--- src/rtl/multicycle_control_pkg.sv ---
// Shared encodings for the multicycle controller: opcodes, FSM states, ALU/mux selects.
// The control word is a packed struct that the decode sub-module fills.
package multicycle_control_pkg;

    localparam int unsigned OP_W = 6;

    localparam logic [OP_W-1:0] OP_RTYPE = 6'b000000;
    localparam logic [OP_W-1:0] OP_LW    = 6'b100011;
    localparam logic [OP_W-1:0] OP_SW    = 6'b101011;
    localparam logic [OP_W-1:0] OP_BEQ   = 6'b000100;
    localparam logic [OP_W-1:0] OP_XORI  = 6'b001110;
    localparam logic [OP_W-1:0] OP_J     = 6'b000010;

    typedef enum logic [3:0] {
        S_FETCH    = 4'd0,
        S_DECODE   = 4'd1,
        S_MEM_ADDR = 4'd2,
        S_MEM_RD   = 4'd3,
        S_MEM_WB   = 4'd4,
        S_MEM_WR   = 4'd5,
        S_EXEC_R   = 4'd6,
        S_R_WB     = 4'd7,
        S_EXEC_I   = 4'd8,
        S_I_WB     = 4'd9,
        S_BRANCH   = 4'd10,
        S_JUMP     = 4'd11,
        S_HALT     = 4'd12
    } state_e;

    typedef enum logic [1:0] {
        ALU_ADD   = 2'b00,
        ALU_SUB   = 2'b01,
        ALU_FUNCT = 2'b10,
        ALU_XOR   = 2'b11
    } alu_op_e;

    typedef enum logic [1:0] {
        SRCB_REG     = 2'd0,
        SRCB_FOUR    = 2'd1,
        SRCB_IMM     = 2'd2,
        SRCB_IMM_SH2 = 2'd3
    } alu_src_b_e;

    typedef enum logic [1:0] {
        PC_ALU    = 2'd0,
        PC_ALUOUT = 2'd1,
        PC_JUMP   = 2'd2,
        PC_RSVD   = 2'd3
    } pc_src_e;

    typedef struct packed {
        logic       pc_write;
        logic       pc_write_cond;
        logic       i_or_d;
        logic       mem_read;
        logic       mem_write;
        logic       ir_write;
        logic       mem_to_reg;
        logic       alu_src_a;
        logic       reg_write;
        logic       reg_dst;
        logic       sign_zero;
        logic       instr_done;
        logic       illegal;
        pc_src_e    pc_source;
        alu_op_e    alu_op;
        alu_src_b_e alu_src_b;
    } ctrl_t;

endpackage

--- src/rtl/multicycle_control_if.sv ---
// Bus between the multicycle controller and its datapath/memory.
// The datapath side (master) drives Opcode/Zero/MemReady; the controller (slave) drives strobes.
interface multicycle_control_if #(
    parameter int unsigned OPCODE_W = 6
);
    logic [OPCODE_W-1:0] Opcode;
    logic                Zero;
    logic                MemReady;

    logic       PCWrite;
    logic       PCWriteCond;
    logic       IorD;
    logic       MemRead;
    logic       MemWrite;
    logic       IRWrite;
    logic       MemtoReg;
    logic       ALUSrcA;
    logic       RegWrite;
    logic       RegDst;
    logic       SignZero;
    logic       InstrDone;
    logic       Illegal;
    logic [1:0] PCSource;
    logic [1:0] ALUOp;
    logic [1:0] ALUSrcB;
    logic [3:0] State;

    modport master (
        output Opcode, Zero, MemReady,
        input  PCWrite, PCWriteCond, IorD, MemRead, MemWrite, IRWrite, MemtoReg,
               ALUSrcA, RegWrite, RegDst, SignZero, InstrDone, Illegal,
               PCSource, ALUOp, ALUSrcB, State
    );

    modport slave (
        input  Opcode, Zero, MemReady,
        output PCWrite, PCWriteCond, IorD, MemRead, MemWrite, IRWrite, MemtoReg,
               ALUSrcA, RegWrite, RegDst, SignZero, InstrDone, Illegal,
               PCSource, ALUOp, ALUSrcB, State
    );
endinterface

--- src/rtl/multicycle_control_decode.sv ---
// Combinational state -> control-word map for the multicycle controller.
// MULTICYCLE_CONTROL_ILLEGAL_TRAP_EN enables the Illegal flag in HALT.
module multicycle_control_decode
    import multicycle_control_pkg::*;
(
    input  state_e state_i,
    input  logic   mem_ready_i,
    input  logic   nop_done_i,
    output ctrl_t  ctrl_o
);

    always_comb begin
        ctrl_o = '0;
        unique case (state_i)
            S_FETCH: begin
                ctrl_o.mem_read  = 1'b1;
                ctrl_o.alu_src_b = SRCB_FOUR;
                ctrl_o.ir_write  = mem_ready_i;
                ctrl_o.pc_write  = mem_ready_i;
            end
            S_DECODE: begin
                ctrl_o.alu_src_b  = SRCB_IMM_SH2;
                ctrl_o.instr_done = nop_done_i;
            end
            S_MEM_ADDR: begin
                ctrl_o.alu_src_a = 1'b1;
                ctrl_o.alu_src_b = SRCB_IMM;
            end
            S_MEM_RD: begin
                ctrl_o.mem_read = 1'b1;
                ctrl_o.i_or_d   = 1'b1;
            end
            S_MEM_WB: begin
                ctrl_o.reg_write  = 1'b1;
                ctrl_o.mem_to_reg = 1'b1;
                ctrl_o.instr_done = 1'b1;
            end
            S_MEM_WR: begin
                ctrl_o.mem_write  = 1'b1;
                ctrl_o.i_or_d     = 1'b1;
                ctrl_o.instr_done = mem_ready_i;
            end
            S_EXEC_R: begin
                ctrl_o.alu_src_a = 1'b1;
                ctrl_o.alu_op    = ALU_FUNCT;
            end
            S_R_WB: begin
                ctrl_o.reg_write  = 1'b1;
                ctrl_o.reg_dst    = 1'b1;
                ctrl_o.instr_done = 1'b1;
            end
            S_EXEC_I: begin
                ctrl_o.alu_src_a = 1'b1;
                ctrl_o.alu_src_b = SRCB_IMM;
                ctrl_o.alu_op    = ALU_XOR;
                ctrl_o.sign_zero = 1'b1;
            end
            S_I_WB: begin
                ctrl_o.reg_write  = 1'b1;
                ctrl_o.sign_zero  = 1'b1;
                ctrl_o.instr_done = 1'b1;
            end
            S_BRANCH: begin
                ctrl_o.alu_src_a     = 1'b1;
                ctrl_o.alu_op        = ALU_SUB;
                ctrl_o.pc_write_cond = 1'b1;
                ctrl_o.pc_source     = PC_ALUOUT;
                ctrl_o.instr_done    = 1'b1;
            end
            S_JUMP: begin
                ctrl_o.pc_write   = 1'b1;
                ctrl_o.pc_source  = PC_JUMP;
                ctrl_o.instr_done = 1'b1;
            end
            S_HALT: begin
`ifdef MULTICYCLE_CONTROL_ILLEGAL_TRAP_EN
                ctrl_o.illegal = 1'b1;
`endif
            end
            default: ;
        endcase
    end

endmodule

--- src/rtl/multicycle_control.sv ---
// Multicycle MIPS-style control FSM: state register + next-state logic; outputs via decode.
// MULTICYCLE_CONTROL_ILLEGAL_TRAP_EN: unknown opcodes trap to HALT instead of running as NOP.
module multicycle_control
    import multicycle_control_pkg::*;
#(
    parameter int unsigned OPCODE_W = 6
) (
    input  logic                 clk,
    input  logic                 rst_n,
    multicycle_control_if.slave  bus
);

    state_e              state_q, state_d;
    ctrl_t               ctrl;
    logic [OPCODE_W-1:0] opcode;
    logic                is_r, is_lw, is_sw, is_beq, is_xori, is_j, op_known, nop_done;

    assign opcode   = bus.Opcode;
    assign is_r     = (opcode == OPCODE_W'(OP_RTYPE));
    assign is_lw    = (opcode == OPCODE_W'(OP_LW));
    assign is_sw    = (opcode == OPCODE_W'(OP_SW));
    assign is_beq   = (opcode == OPCODE_W'(OP_BEQ));
    assign is_xori  = (opcode == OPCODE_W'(OP_XORI));
    assign is_j     = (opcode == OPCODE_W'(OP_J));
    assign op_known = is_r | is_lw | is_sw | is_beq | is_xori | is_j;

`ifdef MULTICYCLE_CONTROL_ILLEGAL_TRAP_EN
    assign nop_done = 1'b0;
`else
    assign nop_done = ~op_known;
`endif

    always_comb begin
        state_d = state_q;
        unique case (state_q)
            S_FETCH:    if (bus.MemReady) state_d = S_DECODE;
            S_DECODE: begin
                if      (is_r)           state_d = S_EXEC_R;
                else if (is_lw || is_sw) state_d = S_MEM_ADDR;
                else if (is_beq)         state_d = S_BRANCH;
                else if (is_xori)        state_d = S_EXEC_I;
                else if (is_j)           state_d = S_JUMP;
`ifdef MULTICYCLE_CONTROL_ILLEGAL_TRAP_EN
                else                     state_d = S_HALT;
`else
                else                     state_d = S_FETCH;
`endif
            end
            // Opcode stays stable from the IR, so MEM_ADDR can re-split lw/sw.
            S_MEM_ADDR: state_d = is_lw ? S_MEM_RD : (is_sw ? S_MEM_WR : S_FETCH);
            S_MEM_RD:   if (bus.MemReady) state_d = S_MEM_WB;
            S_MEM_WB:   state_d = S_FETCH;
            S_MEM_WR:   if (bus.MemReady) state_d = S_FETCH;
            S_EXEC_R:   state_d = S_R_WB;
            S_R_WB:     state_d = S_FETCH;
            S_EXEC_I:   state_d = S_I_WB;
            S_I_WB:     state_d = S_FETCH;
            S_BRANCH:   state_d = S_FETCH;
            S_JUMP:     state_d = S_FETCH;
`ifdef MULTICYCLE_CONTROL_ILLEGAL_TRAP_EN
            S_HALT:     state_d = S_HALT;
`else
            S_HALT:     state_d = S_FETCH;
`endif
            default:    state_d = S_FETCH;
        endcase
    end

    always_ff @(posedge clk or negedge rst_n) begin
        if (!rst_n) state_q <= S_FETCH;
        else        state_q <= state_d;
    end

    multicycle_control_decode u_decode (
        .state_i     (state_q),
        .mem_ready_i (bus.MemReady),
        .nop_done_i  (nop_done),
        .ctrl_o      (ctrl)
    );

    assign bus.PCWrite     = ctrl.pc_write;
    assign bus.PCWriteCond = ctrl.pc_write_cond;
    assign bus.IorD        = ctrl.i_or_d;
    assign bus.MemRead     = ctrl.mem_read;
    assign bus.MemWrite    = ctrl.mem_write;
    assign bus.IRWrite     = ctrl.ir_write;
    assign bus.MemtoReg    = ctrl.mem_to_reg;
    assign bus.ALUSrcA     = ctrl.alu_src_a;
    assign bus.RegWrite    = ctrl.reg_write;
    assign bus.RegDst      = ctrl.reg_dst;
    assign bus.SignZero    = ctrl.sign_zero;
    assign bus.InstrDone   = ctrl.instr_done;
    assign bus.Illegal     = ctrl.illegal;
    assign bus.PCSource    = ctrl.pc_source;
    assign bus.ALUOp       = ctrl.alu_op;
    assign bus.ALUSrcB     = ctrl.alu_src_b;
    assign bus.State       = state_q;

endmodule

--- src/flat_wrapper.sv ---
// flat-port wrapper written by rule: the top's interface ports become plain ports
module multicycle_control_flat import multicycle_control_pkg::*;
#(
    parameter int unsigned OPCODE_W = 6
)
  (clk, rst_n, bus_Opcode, bus_Zero, bus_MemReady, bus_PCWrite, bus_PCWriteCond, bus_IorD, bus_MemRead, bus_MemWrite, bus_IRWrite, bus_MemtoReg, bus_ALUSrcA, bus_RegWrite, bus_RegDst, bus_SignZero, bus_InstrDone, bus_Illegal, bus_PCSource, bus_ALUOp, bus_ALUSrcB, bus_State);
  multicycle_control_if #(.OPCODE_W(OPCODE_W)) bus_i ();
  input  logic clk;
  input  logic rst_n;
  input wire logic [$bits(bus_i.Opcode)-1:0] bus_Opcode;
  input wire logic [$bits(bus_i.Zero)-1:0] bus_Zero;
  input wire logic [$bits(bus_i.MemReady)-1:0] bus_MemReady;
  output wire logic [$bits(bus_i.PCWrite)-1:0] bus_PCWrite;
  output wire logic [$bits(bus_i.PCWriteCond)-1:0] bus_PCWriteCond;
  output wire logic [$bits(bus_i.IorD)-1:0] bus_IorD;
  output wire logic [$bits(bus_i.MemRead)-1:0] bus_MemRead;
  output wire logic [$bits(bus_i.MemWrite)-1:0] bus_MemWrite;
  output wire logic [$bits(bus_i.IRWrite)-1:0] bus_IRWrite;
  output wire logic [$bits(bus_i.MemtoReg)-1:0] bus_MemtoReg;
  output wire logic [$bits(bus_i.ALUSrcA)-1:0] bus_ALUSrcA;
  output wire logic [$bits(bus_i.RegWrite)-1:0] bus_RegWrite;
  output wire logic [$bits(bus_i.RegDst)-1:0] bus_RegDst;
  output wire logic [$bits(bus_i.SignZero)-1:0] bus_SignZero;
  output wire logic [$bits(bus_i.InstrDone)-1:0] bus_InstrDone;
  output wire logic [$bits(bus_i.Illegal)-1:0] bus_Illegal;
  output wire logic [$bits(bus_i.PCSource)-1:0] bus_PCSource;
  output wire logic [$bits(bus_i.ALUOp)-1:0] bus_ALUOp;
  output wire logic [$bits(bus_i.ALUSrcB)-1:0] bus_ALUSrcB;
  output wire logic [$bits(bus_i.State)-1:0] bus_State;
  assign bus_i.Opcode = bus_Opcode;
  assign bus_i.Zero = bus_Zero;
  assign bus_i.MemReady = bus_MemReady;
  assign bus_PCWrite = bus_i.PCWrite;
  assign bus_PCWriteCond = bus_i.PCWriteCond;
  assign bus_IorD = bus_i.IorD;
  assign bus_MemRead = bus_i.MemRead;
  assign bus_MemWrite = bus_i.MemWrite;
  assign bus_IRWrite = bus_i.IRWrite;
  assign bus_MemtoReg = bus_i.MemtoReg;
  assign bus_ALUSrcA = bus_i.ALUSrcA;
  assign bus_RegWrite = bus_i.RegWrite;
  assign bus_RegDst = bus_i.RegDst;
  assign bus_SignZero = bus_i.SignZero;
  assign bus_InstrDone = bus_i.InstrDone;
  assign bus_Illegal = bus_i.Illegal;
  assign bus_PCSource = bus_i.PCSource;
  assign bus_ALUOp = bus_i.ALUOp;
  assign bus_ALUSrcB = bus_i.ALUSrcB;
  assign bus_State = bus_i.State;
  multicycle_control #(.OPCODE_W(OPCODE_W)) u_core (.clk(clk), .rst_n(rst_n), .bus(bus_i));
endmodule
--- config.mk ---
export PLATFORM = sky130hd
export DESIGN_NAME = multicycle_control_flat
export DESIGN_NICKNAME = d
export VERILOG_FILES = /design/src/rtl/multicycle_control_pkg.sv /design/src/rtl/multicycle_control_if.sv /design/src/rtl/multicycle_control_decode.sv /design/src/rtl/multicycle_control.sv /design/src/flat_wrapper.sv
export SDC_FILE = /design/constraint.sdc
export NUM_CORES = 1
export LEC_CHECK = 0
export CAP_MARGIN = 10
export CORE_AREA = 3 3 45 47
export DETAILED_ROUTE_END_ITERATION = 12
export DIE_AREA = 0 0 48 50
export PLACE_DENSITY = 0.79
export SLEW_MARGIN = 20
export SYNTH_ARGS = -nofsm -noshare
export SYNTH_HDL_FRONTEND = slang
export SYNTH_HIERARCHICAL = 1
export SYNTH_SLANG_ARGS = --single-unit
--- constraint.sdc ---
create_clock -name clk -period 5.1 [get_ports clk]
set_input_delay 0.765 -clock clk [delete_from_list [all_inputs] [get_ports clk]]
set_output_delay 0.765 -clock clk [all_outputs]
set_load 0.05 [all_outputs]
# == Word-level counts from Yosys, hierarchy flattened ==
# Cells that the tools add are included.
# classes
eq_ne,19
muxes,26
bitwise,6
n_reduce_logical,11
# op_table
cell,n
two-way mux 4 bit,9
case mux 4 bit (7 select lines),1
"== test 4 x 3 -> 1 bit, second input constant",4
"== test 4 bit, second input constant",4
"== test 6 bit, second input constant",2
case mux 2 bit (3 select lines),2
two-way mux 1 bit,10
"== test 4 x 2 -> 1 bit, second input constant",2
OR reduction 2 bit,4
"== test 6 x 2 -> 1 bit, second input constant",1
"== test 6 x 3 -> 1 bit, second input constant",1
"== test 6 x 4 -> 1 bit, second input constant",1
logical NOT 6 bit,1
"inequality test 2 bit, second input constant",3
bitwise OR 1 bit,5
OR reduction 5 bit,1
"== test 4 x 1 -> 1 bit, second input constant",1
logical NOT 4 bit,1
case mux 2 bit (2 select lines),1
OR reduction 4 bit,1
two-way mux 3 bit,1
case mux 1 bit (3 select lines),1
AND reduction 3 bit,1
OR reduction 3 bit,1
other kinds (3),3
# word_totals
reg_bits,4
input_bits,10
output_inout_bits,23
wordCells,63

# == Longest topological paths before layout ==
# Gate-level depths: netlist of the first run.
# logic_depth
word_depth,8
mapped_depth,7
mapped_depth_nobuf,7

# == Cells and area by module ==
# Netlist of the first run, hierarchy kept.
# by_module_without_submodules
module,instances,cells_per_inst,area_each_um2,seq_area_each_um2
multicycle_control,1,49,385.4,100.1
multicycle_control_decode,1,45,314.1,0.0

# == Worst setup path after synthesis of the first run ==
# Ideal clock, no wire load.
# synth_path
path_type,register to output
start,reg u_core.state_q[3] (netlist: u_core/bus.State[3])
end,out bus_PCWriteCond
arrival_time_ns,2.330
required_time_ns,4.335
path_slack_ns,2.005
path_stages_with_launch,6
n_path_buf,2
path_cell_list,dfrtp_1 -> buf_6 -> nand2b_4 -> nor2_2 -> and2_1 -> buf_4
# synth_via
elab_chain_len,2
# synth_rtl
item,line,source
start: declaration,multicycle_control.sv:13,"state_e state_q, state_d;"
start signal: assignment,multicycle_control.sv:71,else state_q <= state_d;
== test 4 bit,multicycle_control_decode.sv:14,unique case (state_i)
two-way mux 1 bit,multicycle_control_decode.sv:14,
end: declaration,flat_wrapper.sv:14,output wire logic [$bits(bus_i.PCWriteCond)-1:0] bus_PCWriteCond;
# Every way passes these cells.

# == Worst setup path after layout of the first run ==
# layout_path
start,in bus_Opcode[5]
end,out bus_InstrDone
# layout_via
elab_chain_len,8
elab_cells_between_ends,13
classes_between,eq/ne: 5; mux: 1; bitwise: 6; reduce/logical: 1
# layout_rtl
item,line,source
start: declaration,flat_wrapper.sv:10,input wire logic [$bits(bus_i.Opcode)-1:0] bus_Opcode;
== test 6 bit or logical NOT 6 bit (tied branches),"multicycle_control.sv:20, multicycle_control.sv:19",
bitwise OR 1 bit (4 in a row),multicycle_control.sv:25,assign op_known = is_r | is_lw | is_sw | is_beq | is_xori | is_j;
bitwise OR 1 bit (*),multicycle_control.sv:25,
NOT 1 bit (*),multicycle_control.sv:30,assign nop_done = ~op_known;
via u_core.nop_done,multicycle_control.sv:16,"logic is_r, is_lw, is_sw, is_beq, is_xori, is_j, op_known, nop_done;"
case mux 1 bit (3 select lines) (*),multicycle_control_decode.sv:14,
end: declaration,flat_wrapper.sv:24,output wire logic [$bits(bus_i.InstrDone)-1:0] bus_InstrDone;
# The timed path passes the listed nets; every way through them passes the cells marked *.

==> impl_metrics.json, run 1 <==
{
  "cts_made_buffers": 3,
  "reg2reg_from": "u_core/bus.State[0]",
  "ff2ff_path_depth": 4,
  "ir_drop_mv": 0.2066,
  "wl_per_cell_um": 12.60,
  "relSlewSlack": 0.4768,
  "ys_seq_elements": 4,
  "ys_seq_area_frac": 0.1431,
  "crit-reg2reg-capture": "u_core/bus.State[0]",
  "required_ns": 4.34,
  "crit_type": "in2out",
  "final_core_util": 0.5741,
  "tightest_slew_ns": 0.7849,
  "status": "complete, no violations",
  "die_area_sq_mm": 0.002400,
  "nets": 130,
  "grt_pass1_vias": 693,
  "overflow": 0,
  "drc_errors": 0,
  "firstDrtPassIters": 4,
  "internal-power_w": 0.0001047,
  "wl_met1_um": 748,
  "antenna_found_initial": 0,
  "synthToLayoutAreaGrowth_pct": 38.64,
  "critPathMaxFanout": 4,
  "power_density_mw_per_mm2": 206.8,
  "synth_nets": 104,
  "ys_async_sr_fraction": 1.000,
  "cp.arrival_ns": 3.36,
  "cts.repair.resized": 0,
  "dp_hpwl_um": 1237,
  "power_frac_comb": 0.575,
  "synth_edf_count": 0,
  "path_clk_slew_ns": 0.04,
  "cts.sinks": 4,
  "drive_above_1_share": 0.1186,
  "wl_um": 1701,
  "end_kind": "output port",
  "grt_max_degree": 27,
  "top_layer": "met3",
  "switching_power_w": 0.00009581,
  "p_clk_frac": 0.192,
  "via_per_inst": 5.778,
  "pwr-share-seq": 0.233,
  "p_leak_nw": 0.3578,
  "start_util": 0.4141,
  "wl_met2_um": 797,
  "cts_setup_buffers": 0,
  "tns_ns": 0,
  "critical-path-top-delay-family": "simple AND/OR/NAND/NOR gates",
  "fin_crit_sh": 0.8093,
  "drv_cap": 0,
  "via_count": 780,
  "multiInputGateArea_sq_um": 510.5,
  "slowest_stage": "clkdlybuf4s50_1",
  "ys.flop_type": "dfrtp_1",
  "worst_skew_pair.late_latency_ns": 0.23,
  "grt_util_all_layers": 0.1587,
  "clock_path_buffers": 2,
  "row_count": 15,
  "route.met3.wl_um": 155,
  "reg2reg_slack_ns": 3.25,
  "grt_pass1_wl_um": 2849,
  "grt_setup_unrepaired": "no",
  "cp.buffers_inverters": 2,
  "io_pins": 33,
  "path_cells": "clkdlybuf4s50_1, or3_4, or4_4, and3_2, nor2b_1, o22ai_1, o32ai_2, clkdlybuf4s50_1",
  "die_x_um": 48,
  "place.gp.congestion": 0.8443,
  "avgSynthCellArea_sq_um": 7.441,
  "htreeDepth": 1,
  "drt-initial-drc-count": 9,
  "diodes": 0,
  "holdBufCountCts": 0,
  "yosys.area.top_type_share": 0.1431,
  "syn_area_sq_um": 699.4,
  "fillers": 170,
  "yosys-top-cells-area": "dfrtp_1, buf_6, nor2_1",
  "critPathMostFrequentCell": "clkdlybuf4s50_1",
  "seqCellArea_sq_um": 100.1,
  "yosysWarnings": 6,
  "final_max_slew_viol_count": 0,
  "coreArea_sq_mm": 0.001689,
  "clock_skew_ns": 0.005237,
  "setup_viol": 0,
  "min_period_ns": 4.128,
  "cts_tree": "done",
  "die_h_um": 50,
  "largest_reg_flops": 4,
  "hold_viol": 0,
  "root_buffer": "clkbuf_4",
  "ys_types": 42,
  "syn_inst": 94,
  "crit_path_max_incr_delay_ns": 0.73,
  "synth_largest_area_cell": "dfrtp_1",
  "hp-class": "in2async",
  "max_freq_mhz": 242.3,
  "p_sw_frac": 0.4777,
  "drtAntennaViolNets": 0,
  "io_buffers": 30,
  "startpoint_type": "input port"
}
placed cells by master (no fill, tap or decap), types with 2 or more instances in the layout:
| cell type | count |
|---|---|
| clkdlybuf4s50_1 | 30 |
| nor3b_1 | 2 |
| o22ai_1 | 4 |
| a31oi_1 | 2 |
| nand3_1 | 2 |
| nor3_1 | 6 |
| nor4b_1 | 2 |
| o21ai_0 | 3 |
| clkbuf_4 | 3 |
| o211a_1 | 2 |
| a211o_1 | 2 |
| dfrtp_1 | 4 |
| nor2b_1 | 5 |
| a21oi_1 | 3 |
| nor2_1 | 10 |
| nand2b_1 | 3 |
| nand2_1 | 7 |
| xnor2_1 | 2 |
| xor2_1 | 2 |
| inv_1 | 4 |
layout make-up:
type | instances | share of cell area
tap | 17 | 0.02194
inverter | 4 | 0.01548
timing repair buffer | 30 | 0.3097
clock buffer | 3 | 0.02323
sequential | 4 | 0.1032
multi-input combinational | 77 | 0.5265
power by group through the flow:
| stage | registers (W) | clock network, W | logic (W) |
|---|---|---|---|
| after floorplan | 0.0000448 | 0 | 0.0000846 |
| after global placement | 0.0000465 | 0 | 0.000114 |
| after detailed placement | 0.0000469 | 0 | 0.000115 |
| after CTS | 0.0000465 | 0.0000409 | 0.000116 |
| after global routing | 0.0000484 | 0.0000437 | 0.000123 |
| final | 0.0000467 | 0.0000386 | 0.000115 |
how the worst max path moves through the flow:
| stage | start | to | slack, ns | cells after the start |
|---|---|---|---|---|
| finish | bus_Opcode[5] | bus_InstrDone | 0.97 | 8 |
| global route | bus_Opcode[5] | bus_InstrDone | 0.89 | 8 |
| CTS | bus_Opcode[5] | bus_InstrDone | 0.96 | 8 |
| detailed placement | bus_Opcode[5] | bus_InstrDone | 0.96 | 8 |
| global placement | bus_Opcode[5] | bus_InstrDone | 0.98 | 8 |
| floorplan | u_core/bus.State[3] | bus_PCWriteCond | 2.01 | 5 |
routing by layer:
layer | global-route usage | up-vias
li1 | - | 382
met3 | 0.04380 | 0
met1 | 0.2079 | 352
met5 | 0 | -
met2 | 0.2445 | 46
met4 | 0.04933 | 0
cells in the mapped netlist, types with 2 or more instances:
| library cell | count |
|---|---|
| o21ai_0 | 3 |
| a31oi_1 | 2 |
| nand2b_1 | 3 |
| o211a_1 | 2 |
| a211o_1 | 2 |
| nand3_1 | 2 |
| nor3_1 | 6 |
| buf_6 | 4 |
| o22ai_1 | 4 |
| buf_2 | 2 |
| xor2_1 | 2 |
| xnor2_1 | 2 |
| buf_4 | 2 |
| nor2_1 | 10 |
| dfrtp_1 | 4 |
| nor2b_1 | 5 |
| a21oi_1 | 3 |
| inv_1 | 4 |
| nand2_1 | 7 |
| nor3b_1 | 2 |
| nor4b_1 | 2 |
metrics by stage:
step	instances	total power [W]	setup slack [ns]	hold slack (ns)	cell area, sq um
4_1_cts	135	0.0002029	0.9583	0.7226	969.7
5_1_grt	135	0.0002153	0.8859	0.7327	969.7
2_1_floorplan	94	0.0001294	2.005	0.4694	699.4
6_report	135	0.0002005	0.9724	0.7272	969.7
3_3_place_gp	132	0.0001602	0.9757	0.9181	947.2
3_5_place_dp	132	0.0001623	0.9565	0.9253	947.2
kinds of logic after synthesis:
logic type | count (synthesis) | synth area share
buf+inv | 13 | 0.1270
simple gates | 50 | 0.4383
xor+xnor | 4 | 0.05010
other cells | 1 | 0.005362
flops | 4 | 0.1431
compound gates | 22 | 0.2361
(Power assumes the default switching activity.)
==> run 2, diff against run 1 <==
--- a/config.mk
+++ b/config.mk
@@ -6,10 +6,10 @@
 export NUM_CORES = 1
 export LEC_CHECK = 0
 export CAP_MARGIN = 10
-export CORE_AREA = 3 3 45 47
+export CORE_AREA = 3 3 46 48
 export DETAILED_ROUTE_END_ITERATION = 12
-export DIE_AREA = 0 0 48 50
-export PLACE_DENSITY = 0.79
+export DIE_AREA = 0 0 49 51
+export PLACE_DENSITY = 0.75
 export SLEW_MARGIN = 20
 export SYNTH_ARGS = -nofsm -noshare
 export SYNTH_HDL_FRONTEND = slang
==> constraint.sdc (replaced) <==
create_clock -name clk -period 4.1 [get_ports clk]
set_input_delay 0.615 -clock clk [delete_from_list [all_inputs] [get_ports clk]]
set_output_delay 0.615 -clock clk [all_outputs]
set_load 0.05 [all_outputs]
==> impl_metrics.json, run 2 (synthesis results as in run 1) <==
{
  "status": "complete, no violations",
  "place_area_sq_um": 957.2,
  "p_sw_frac": 0.4780,
  "grt-busiest-layer": "met2",
  "largest_reg_flops": 4,
  "hold_viol": 0,
  "path_clk_slew_ns": 0.04,
  "cts_made_buffers": 3,
  "power_density_mw_per_mm2": 254.7,
  "drt-initial-drc-count": 17,
  "firstDrtPassIters": 4,
  "holdBufCountCts": 0,
  "worst_skew_pair.late_latency_ns": 0.23,
  "via_count": 783,
  "start_util": 0.4007,
  "design_area_sq_um": 979.7,
  "coreArea_sq_mm": 0.001745,
  "internal-power_w": 0.0001302,
  "io_buffers": 30,
  "cp.arrival_ns": 3.23,
  "p_clk_frac": 0.190,
  "cts_tree": "done",
  "die_x_um": 49,
  "nets": 130,
  "pwr-share-seq": 0.233,
  "antenna_found_initial": 0,
  "clock_skew_ns": 0.003430,
  "power_frac_comb": 0.577,
  "final_cell_mix": "clkdlybuf4s50_1, nor2_1, nand2_1",
  "setup_viol": 0,
  "end_kind": "output port",
  "min_period_ns": 3.841,
  "final_common_cell": "clkdlybuf4s50_1",
  "required_ns": 3.48,
  "grt_util_all_layers": 0.1513,
  "clock_path_buffers": 2,
  "die_h_um": 51,
  "synthToLayoutAreaGrowth_pct": 40.07,
  "critPathMaxFanout": 4,
  "diodes": 0,
  "grt_pass1_vias": 680,
  "switching_power_w": 0.0001192,
  "crit_type": "in2out",
  "place.gp.congestion": 0.8603,
  "met1_usage": 0.1690,
  "wl_um": 1791,
  "cts.sinks": 4,
  "htreeDepth": 1,
  "die_area_sq_mm": 0.002499,
  "row_count": 15,
  "drtAntennaViolNets": 0,
  "met3_usage": 0.04665,
  "drv_cap": 0,
  "root_buffer": "clkbuf_4",
  "overflow": 0,
  "final_max_slew_viol_count": 0,
  "drive_above_1_share": 0.1186,
  "total_power_w": 0.0002495,
  "via_per_inst": 5.476,
  "grt_max_degree": 27,
  "grt_pass1_wl_um": 2960,
  "relSlewSlack": 0.4830,
  "fin_crit_sh": 0.9369,
  "tightest_slew_ns": 0.7755,
  "ir_drop_mv": 0.2543,
  "startpoint_type": "input port",
  "tns_ns": 0,
  "cts.repair.resized": 0,
  "wl_per_cell_um": 12.52,
  "grt_use_met2": 0.2557,
  "cts_setup_buffers": 0,
  "io_pins": 33,
  "dp_hpwl_um": 1312,
  "grt_setup_unrepaired": "no",
  "drc_errors": 0,
  "p_leak_nw": 0.3578,
  "max_freq_mhz": 260.3,
  "hp-class": "in2async"
}
run 2: final cells by class:
class                           instances  area [sq um]
Sequential cell                         4         100.1
Fill cell                             187         765.7
Clock buffer                            3         22.52
Inverter                                4         15.01
Multi-Input combinational cell         77         510.5
Tap cell                               25         31.28
Timing Repair Buffer                   30         300.3
run 2: power groups by stage:
stage	clock network [W]	logic (W)	registers, W
after floorplan	0	0.000105	0.0000557
after global placement	0	0.000141	0.0000581
after detailed placement	0	0.000144	0.0000587
after CTS	0.0000505	0.000144	0.0000583
after global routing	0.0000543	0.000152	0.0000604
final	0.0000475	0.000144	0.0000581
run 2: worst max-delay path, stage by stage:
cell,delay [ns]
clkdlybuf4s50_1,0.42
or3_4,0.41
or4_4,0.42
and3_2,0.21
nor2b_1,0.12
o22ai_1,0.18
o32ai_2,0.11
clkdlybuf4s50_1,0.73
run 2: routing by layer:
layer  up-vias  share of wire
li1        383              -
met1       354           0.43
met2        40           0.46
met3         6          0.079
met4         0          0.024
met5         -              0
run 2: per-stage QoR:
| step | worst slack (ns) | std cells | hold WS, ns | util |
|---|---|---|---|---|
| after floorplan | 1.155 | 94 | 0.3194 | - |
| after global placement | 0.2758 | 140 | 0.8227 | 0.5484 |
| after detailed placement | 0.2578 | 140 | 0.8251 | 0.5484 |
| after CTS | 0.2579 | 143 | 0.5712 | 0.5613 |
| after global routing | 0.1867 | 143 | 0.5769 | 0.5613 |
| final | 0.2588 | 143 | 0.5793 | 0.5613 |
run 2: path summary, 6_finish.rpt:
check                                          from                  end  slack (ns)  cells past startpoint
worst max-delay path                  bus_Opcode[5]        bus_InstrDone        0.26                      8
worst min-delay path                          rst_n  u_core/bus.State[3]        0.58                      1
worst max register to register  u_core/bus.State[0]  u_core/bus.State[0]        2.27                      4
worst min register to register  u_core/bus.State[3]  u_core/bus.State[2]        0.94                      1
max in group asynchronous                     rst_n  u_core/bus.State[2]        3.36                      1
min in group clk                u_core/bus.State[3]  u_core/bus.State[2]        0.94                      1
